===== src/rtl/x_300_mod_241_serial.sv =====
// Serial residue unit: R = X mod 241 for a 300-bit operand, folding LANES
// 24-bit chunks per cycle into a canonical 8-bit accumulator (2^24 == 1 mod 241).
module x_300_mod_241_serial #(
  parameter int LANES = 1
) (
  input  logic         clk,
  input  logic         rst,
  input  logic         in_valid,
  output logic         in_ready,
  input  logic [300:1] X,
  output logic         out_valid,
  input  logic         out_ready,
  output logic [8:1]   R,
  output logic         busy
);
  localparam int NSTEP = (13 + LANES - 1) / LANES;
  localparam int SHIFT = 24 * LANES;

  // Handshake: an operand moves on a rising edge with in_valid & in_ready, a
  // result moves on a rising edge with out_valid & out_ready; neither ready
  // nor valid ever depends combinationally on the other side.
  typedef enum logic [1:0] {S_IDLE, S_RUN, S_DONE} state_t;

  state_t       r_state;
  logic [311:0] r_sh;
  logic [7:0]   r_acc;
  logic [3:0]   r_cnt;
  logic         r_in_ready;
  logic         r_out_valid;
  logic         r_busy;
  logic [7:0]   r_res;

  logic [19:0]  w_sum;
  logic [15:0]  w_f1;
  logic [11:0]  w_f2;
  logic [8:0]   w_f3;
  logic [7:0]   w_red;

  // Worst case LANES=13: 13*61455 + 240 < 2^20, so 20 bits hold the sum exactly.
  always_comb begin
    w_sum = {12'd0, r_acc};
    for (int l = 0; l < LANES; l++) begin
      w_sum = w_sum
            + 20'(r_sh[24*l +: 8])
            + 20'(r_sh[24*l+8 +: 8]) * 20'd15
            + 20'(r_sh[24*l+16 +: 8]) * 20'd225;
    end
  end

  // Three folds by 2^8 == 15 bring any 20-bit value below 482; one subtract finishes.
  always_comb begin
    w_f1  = 16'(w_sum[7:0]) + 16'(w_sum[19:8]) * 16'd15;
    w_f2  = 12'(w_f1[7:0]) + 12'(w_f1[15:8]) * 12'd15;
    w_f3  = 9'(w_f2[7:0]) + 9'(w_f2[11:8]) * 9'd15;
    w_red = (w_f3 >= 9'd241) ? 8'(w_f3 - 9'd241) : w_f3[7:0];
  end

  always_ff @(posedge clk or posedge rst) begin
    if (rst) begin
      r_state     <= S_IDLE;
      r_sh        <= '0;
      r_acc       <= '0;
      r_cnt       <= '0;
      r_in_ready  <= 1'b1;
      r_out_valid <= 1'b0;
      r_busy      <= 1'b0;
      r_res       <= '0;
    end else begin
      case (r_state)
        S_IDLE: begin
          if (in_valid) begin
            r_sh       <= {12'd0, X};
            r_acc      <= '0;
            r_cnt      <= 4'(NSTEP);
            r_in_ready <= 1'b0;
            r_busy     <= 1'b1;
            r_state    <= S_RUN;
          end
        end
        S_RUN: begin
          r_acc <= w_red;
          r_sh  <= r_sh >> SHIFT;
          r_cnt <= r_cnt - 4'd1;
          if (r_cnt == 4'd1) begin
            r_res       <= w_red;
            r_out_valid <= 1'b1;
            r_state     <= S_DONE;
          end
        end
        S_DONE: begin
          if (out_ready) begin
            r_out_valid <= 1'b0;
            r_busy      <= 1'b0;
            r_in_ready  <= 1'b1;
            r_state     <= S_IDLE;
          end
        end
        default: begin
          r_state     <= S_IDLE;
          r_in_ready  <= 1'b1;
          r_out_valid <= 1'b0;
          r_busy      <= 1'b0;
        end
      endcase
    end
  end

  assign in_ready  = r_in_ready;
  assign out_valid = r_out_valid;
  assign busy      = r_busy;
  assign R         = r_res;
endmodule


===== config.mk =====
export PLATFORM = sky130hd
export DESIGN_NAME = x_300_mod_241_serial
export DESIGN_NICKNAME = d
export VERILOG_FILES = /design/src/rtl/x_300_mod_241_serial.sv
export SDC_FILE = /design/constraint.sdc
export NUM_CORES = 1
export LEC_CHECK = 0
export CAP_MARGIN = 20
export CORE_MARGIN = 8
export CORE_UTILIZATION = 60
export DETAILED_ROUTE_END_ITERATION = 10
export GPL_ROUTABILITY_DRIVEN = 0
export PLACE_DENSITY = 0.87
export SLEW_MARGIN = 20
export SYNTH_ARGS = -nofsm -noshare
export SYNTH_HDL_FRONTEND = slang
export SYNTH_SLANG_ARGS = --single-unit

===== constraint.sdc =====
create_clock -name clk -period 36.4 [get_ports clk]
set_input_delay 5.46 -clock clk [delete_from_list [all_inputs] [get_ports clk]]
set_output_delay 5.46 -clock clk [all_outputs]
set_load 0.02 [all_outputs]

* Word-level counts from Yosys, hierarchy flattened
Index checks and enable logic that the tools add are counted. W data, S select, Z words.
Storage, ports and cells: flip-flop bits (word level) 337, logic and storage cells 56, output and inout port bits 11
Operators by class: multiplexer cells 19, bitwise operators 2, add/sub/neg operators 8, magnitude comparators 1, multiply operators 5, equal/unequal tests 6, reductions and logical operators 7
Operator list (number):
- $pmux W312 S2 | 1
- $mux W312 | 1
- $add A13 B16 Y17 | 1
- $mul A8 B8 Y16 const B | 1
- $mux W8 | 2
- $pmux W8 S2 | 1
- $add A8 B13 Y14 | 1
- $add A9 B12 Y13 | 1
- $mul A9 B4 Y13 const B | 1
- $mul A8 B4 Y12 const B | 1
- $add A8 B10 Y11 | 1
- $mul A6 B4 Y10 const B | 1
- $add A8 B7 Y9 | 1
- $add A8 B8 Y9 | 1
- $ge A9 B8 Y1 const B | 1
- $pmux W1 S3 | 3
- $reduce_and A3 Y1 | 3
- $pmux W4 S2 | 1
- $sub A8 B8 Y8 const B | 1
- $mul A3 B4 Y7 const B | 1
- $mux W2 | 3
- $ne A2 B2 Y1 const B | 3
- $pmux W2 S3 | 1
- $mux W1 | 5
- 9 further kinds | 11

* Depth between registers and ports, before layout
word-level depth 12, mapped depth 59, gate-level depth less buffers 58

* Least setup slack after synthesis
OpenSTA, ideal clock, no wires.
kind reg-to-reg, start reg r_sh[10], end reg r_res[1], in the netlist R[2], clock period less this slack 14.357 ns, path buffers 2, arrival time 14.227 ns, stages on the path, launching flop included 58, setup slack 22.043 ns, data required time 36.270 ns, cell sequence dfrtp_1 inv_1 fa_1 inv_1 fa_1 inv_1 fa_1 fa_1 inv_1 fa_1 inv_1 fa_1 inv_1 ha_1 a21oi_1 o21ai_1 o311a_1 o21ai_0 [... 22 more ...] o31a_4 o21ai_0 nand2b_1 xor2_1 fa_1 inv_1 fa_1 inv_1 fa_1 xor2_2 or4_1 clkbuf_2 o2111ai_2 or2_1 buf_2 a21oi_1 a211oi_1 nor3_1
Between the ends: longest elaborated chain between the ends 11, elaborated cells between the ends (all ways) 12, those cells by class 6 x add/sub; 4 x mul; 1 x order compare; 1 x mux
RTL lines:
- start, declared | line 25 | logic [311:0] r_sh;
- start signal, assigned | line 72 | r_sh <= {12'd0, X};
- start signal, assigned | line 82 | r_sh <= r_sh >> SHIFT;
- $mul A8 B4 Y12 (*) | line 45 | + 20'(r_sh[24*l+8 +: 8]) * 20'd15
- $add A9 B12 Y13 (*) | line 45
- $add A13 B16 Y17 (*) | line 46 | + 20'(r_sh[24*l+16 +: 8]) * 20'd225;
- $mul A9 B4 Y13 | line 52 | w_f1 = 16'(w_sum[7:0]) + 16'(w_sum[19:8]) * 16'd15;
- $add A8 B13 Y14 (*) | line 52
- $mul A6 B4 Y10 | line 53 | w_f2 = 12'(w_f1[7:0]) + 12'(w_f1[15:8]) * 12'd15;
- $add A8 B10 Y11 (*) | line 53
- $mul A3 B4 Y7 | line 54 | w_f3 = 9'(w_f2[7:0]) + 9'(w_f2[11:8]) * 9'd15;
- $add A8 B7 Y9 (*) | line 54
- $sub A8 B8 Y8 / $ge A9 B8 Y1 (equally long branches) | line 55 | w_red = (w_f3 >= 9'd241) ? 8'(w_f3 - 9'd241) : w_f3[7:0];
- $mux W8 (*) | line 55
- end signal, assigned | line 85 | r_res <= w_red;
- end, declared | line 31 | logic [7:0] r_res;
Mark *: on every way between the ends. The rest lies on a longest branch, timed or not. A chain may end at the register's enable or synchronous reset.

* Worst setup path in the final report
start reg r_sh[10], end reg r_res[6], in the netlist R[7]
Same word-level chain as after synthesis.

==> metrics.md <==
| Metric | Value |
|---|---|
| Seq cells post-synth | `between 300 and 400` |
| Crit path time final | `15.81 ns` |
| Fin Setup TNS | `0 ns` |
| Die W | `approximately 200 µm` |
| Worst-Skew Late Latency | `0.54 ns` |
| Gate Count Post-Synth | `2366` |
| Met3 wire length | `4.78 mm` |
| Final setup viols | `0` |
| GRT Util Overall | `0.298` |
| Syn_nets | `between 2000 and 3000` |
| Most used cell, CP | `fa_1` |
| Critical path startpoint | `r_sh[10]$_DFFE_PP0P_` |
| DRT antenna net count | `0` |
| Clock tree buffer depth | `3` |
| Global-route wire length before repair | `roughly 100 mm` |
| DP HPWL | `45.8 mm` |
| Crit. End Element | `flop` |
| Buffers on Ports | `between 300 and 400` |
| Worst relative slew slack | `0.288` |
| Initial DRC Count | `2125` |
| PnR worst setup slack | `20.59 ns` |
| Hold path start | `r_sh[183]$_DFFE_PP0P_` |
| Critical R2R Capture | `R[7]$_DFFE_PP0P_` |
| Tcrit/Tclk final | `0.434` |
| Rows | `roughly 70` |
| Crit path depth | `54` |
| Buf/Inv on CP | `11` |
| R2r worst-path depth | `54` |
| DR vias | `18900` |
| CP required | `~37 ns` |
| Starting density of the core | `0.609` |
| CTS Sinks | `325` |
| CORE AREA | `35500 µm²` |
| Post-CTS setup buffers | `0` |
| Met2 wire length | `30.7 mm` |
| Die Area | `42300 µm²` |
| Pre-Repair DR Iteration Count | `6` |
| Detailed-route DRC error count | `0` |
| Hold EP | `r_sh[183]$_DFFE_PP0P_` |
| Top sig layer | `met5` |
| Distinct cell type count after synthesis | `80` |
| Share of cells above drive strength 1 | `0.0421` |
| Initial antenna violation count | `1` |
| Reg2reg start | `r_sh[10]$_DFFE_PP0P_` |
| DIE HEIGHT | `206 µm` |
| WP data arrival | `16.27 ns` |
| Worst hold path class | `flop to flop` |
| Gr ovfl total | `0` |
| Count of flip-flops with a built-in enable after synthesis | `0` |
| FF-to-FF setup slack | `20.59 ns` |
| CTS Hold Bufs | `0` |
| CP Launch Type | `flop` |
| Number of nets in the layout | `3085` |
| Synth Warn # | `0` |
| Hold Crit Depth | `2` |
| RSZ-0062 raised after global routing | `false` |
| Max incr delay on CP | `0.62 ns` |
| CP max stage cell | `fa_1` |
| WL/cell | `21.1 µm` |
| Crit path kind | `flop to flop` |
| Largest net degree at the start of global routing | `168` |
| CTS resizes | `0` |
| Async set-reset flop share out of synthesis | `1.00` |
| Pre-CTS setup slack | `approximately 21 ns` |
| CP Max Fanout | `8` |
| Max Slew Vio Count | `0` |
| Seq/Total Area, Yosys | `0.376` |
| Syn_area_per_cell | `9.13 µm²` |
| Vias in the first global route | `19200` |
| Skew final | `0.0245 ns` |
| # Max-Cap Violations | `0` |
| Ys flop type | `dfrtp_1` |
| I/O pins | `315` |
| Reg clk slew, reported paths | `~0.06 ns` |
| Final core utilization | `0.737` |
| Outcome | `complete, no violations` |
| Total CTS buffers | `37` |
| Fin. Hold Viols | `0` |
| Fmax | `63.3 MHz` |
| Post-Syn Area | `21600 µm²` |
| DP Area | `24900 µm²` |
| Cell family with most CP delay | `adder cells` |
| M1 wire length | `25.8 mm` |
| Slew @ Worst Pin | `1.07 ns` |
| Vias per cell | `6.21` |
| Clk root buf | `clkbuf_16` |
| Total Routed Length | `approximately 65 mm` |
| Layout area overhead | `21.1%` |
| CTS tree | `yes` |
| Post-route cell area | `26200 µm²` |
| H-tree Lvls | `2` |
[layout by cell type (no fill, tap or decap), types with 81 or more instances in the layout]
cell / instances
a22oi_1: 116
a21oi_1: 307
fa_1: 81
and3b_1: 161
nand2_1: 193
inv_1: 173
ha_1: 138
o21ai_0: 305
dfrtp_1: 322
nor2b_1: 118
clkdlybuf4s50_1: 313
[cell families after synthesis]
family                     synth area share
and+or+nand+nor                       0.165
adders and majority gates             0.155
muxes                               0.00191
buffers and inverters                0.0606
xor gates and xnor gates             0.0158
DFF                                   0.376
AOI/OAI and AO/OA                     0.224
[how the worst max path moves through the flow]
stage,end,slack [ns]
4_1_cts,R[5]$_DFFE_PP0P_,20.71
2_1_floorplan,R[1]$_DFFE_PP0P_,21.94
6_report,R[7]$_DFFE_PP0P_,20.59
3_3_place_gp,R[2]$_DFFE_PP0P_,21.41
3_5_place_dp,R[2]$_DFFE_PP0P_,20.85
5_1_grt,R[2]$_DFFE_PP0P_,20.03
[per-layer routing]
| metal | global-route usage | vias to the layer above |
|---|---|---|
| li1 | - | 8691 |
| met1 | 0.387 | 9155 |
| met2 | 0.478 | 909 |
| met3 | 0.0540 | 189 |
| met4 | 0.141 | 2 |
| met5 | 0 | - |
[synthesized netlist by cell type, types with 4 or more instances]
library cell	count	area share
nor2b_1	120	0.035
xor2_1	14	0.0057
inv_1	174	0.030
nor4_1	7	0.0020
a211oi_1	7	0.0024
o21a_1	8	0.0028
dfrtp_1	324	0.38
a21o_1	7	0.0024
o21bai_1	9	0.0031
buf_1	12	0.0021
nand4_1	11	0.0032
nor3_1	14	0.0032
a31oi_1	10	0.0029
nand2_1	193	0.034
clkbuf_1	156	0.027
a21oi_1	307	0.071
nand3_1	12	0.0028
nor2_1	34	0.0059
o211ai_1	6	0.0021
ha_1	138	0.080
fa_1	81	0.075
and3b_1	161	0.065
nand2b_1	7	0.0020
and2_1	5	0.0014
o21ai_0	305	0.071
or3_1	7	0.0020
xnor2_1	23	0.0093
a22o_1	25	0.010
a22oi_1	116	0.040
or2_2	4	0.0012
[sequential cells by signal, summed over array words and instances, names as in the netlist]
name / cells
r_acc: 8
r_state: 2
r_cnt: 4
in_ready: 1
out_valid: 1
r_sh: 300
R: 8
busy: 1
[worst min-delay path, delay by kind of cell, from the launching register on]
kind	cells	cell delay, ns
flip-flops	1	0.34
AND/OR/NAND/NOR	1	0.05
AO/OA/AOI/OAI	1	0.06
[cell type report]
type,instances,area [µm²]
clock inverter,15,210
clock buffer,52,1070
tap,461,577
inverter,174,661
multi-input combinational,1695,12200
sequential,325,8140
fill,2456,9320
antenna,1,2.50
timing repair buffer,329,3310
[per-stage QoR]
stage	hold slack [ns]	cells
global placement	0.461	2982
finish	0.480	3052
detailed placement	0.470	2984
floorplan	0.446	2366
global route	0.499	3051
CTS	0.483	3051
Power is not shown: default switching activity piles up to over one toggle a cycle in this logic, so the estimate is an artifact.
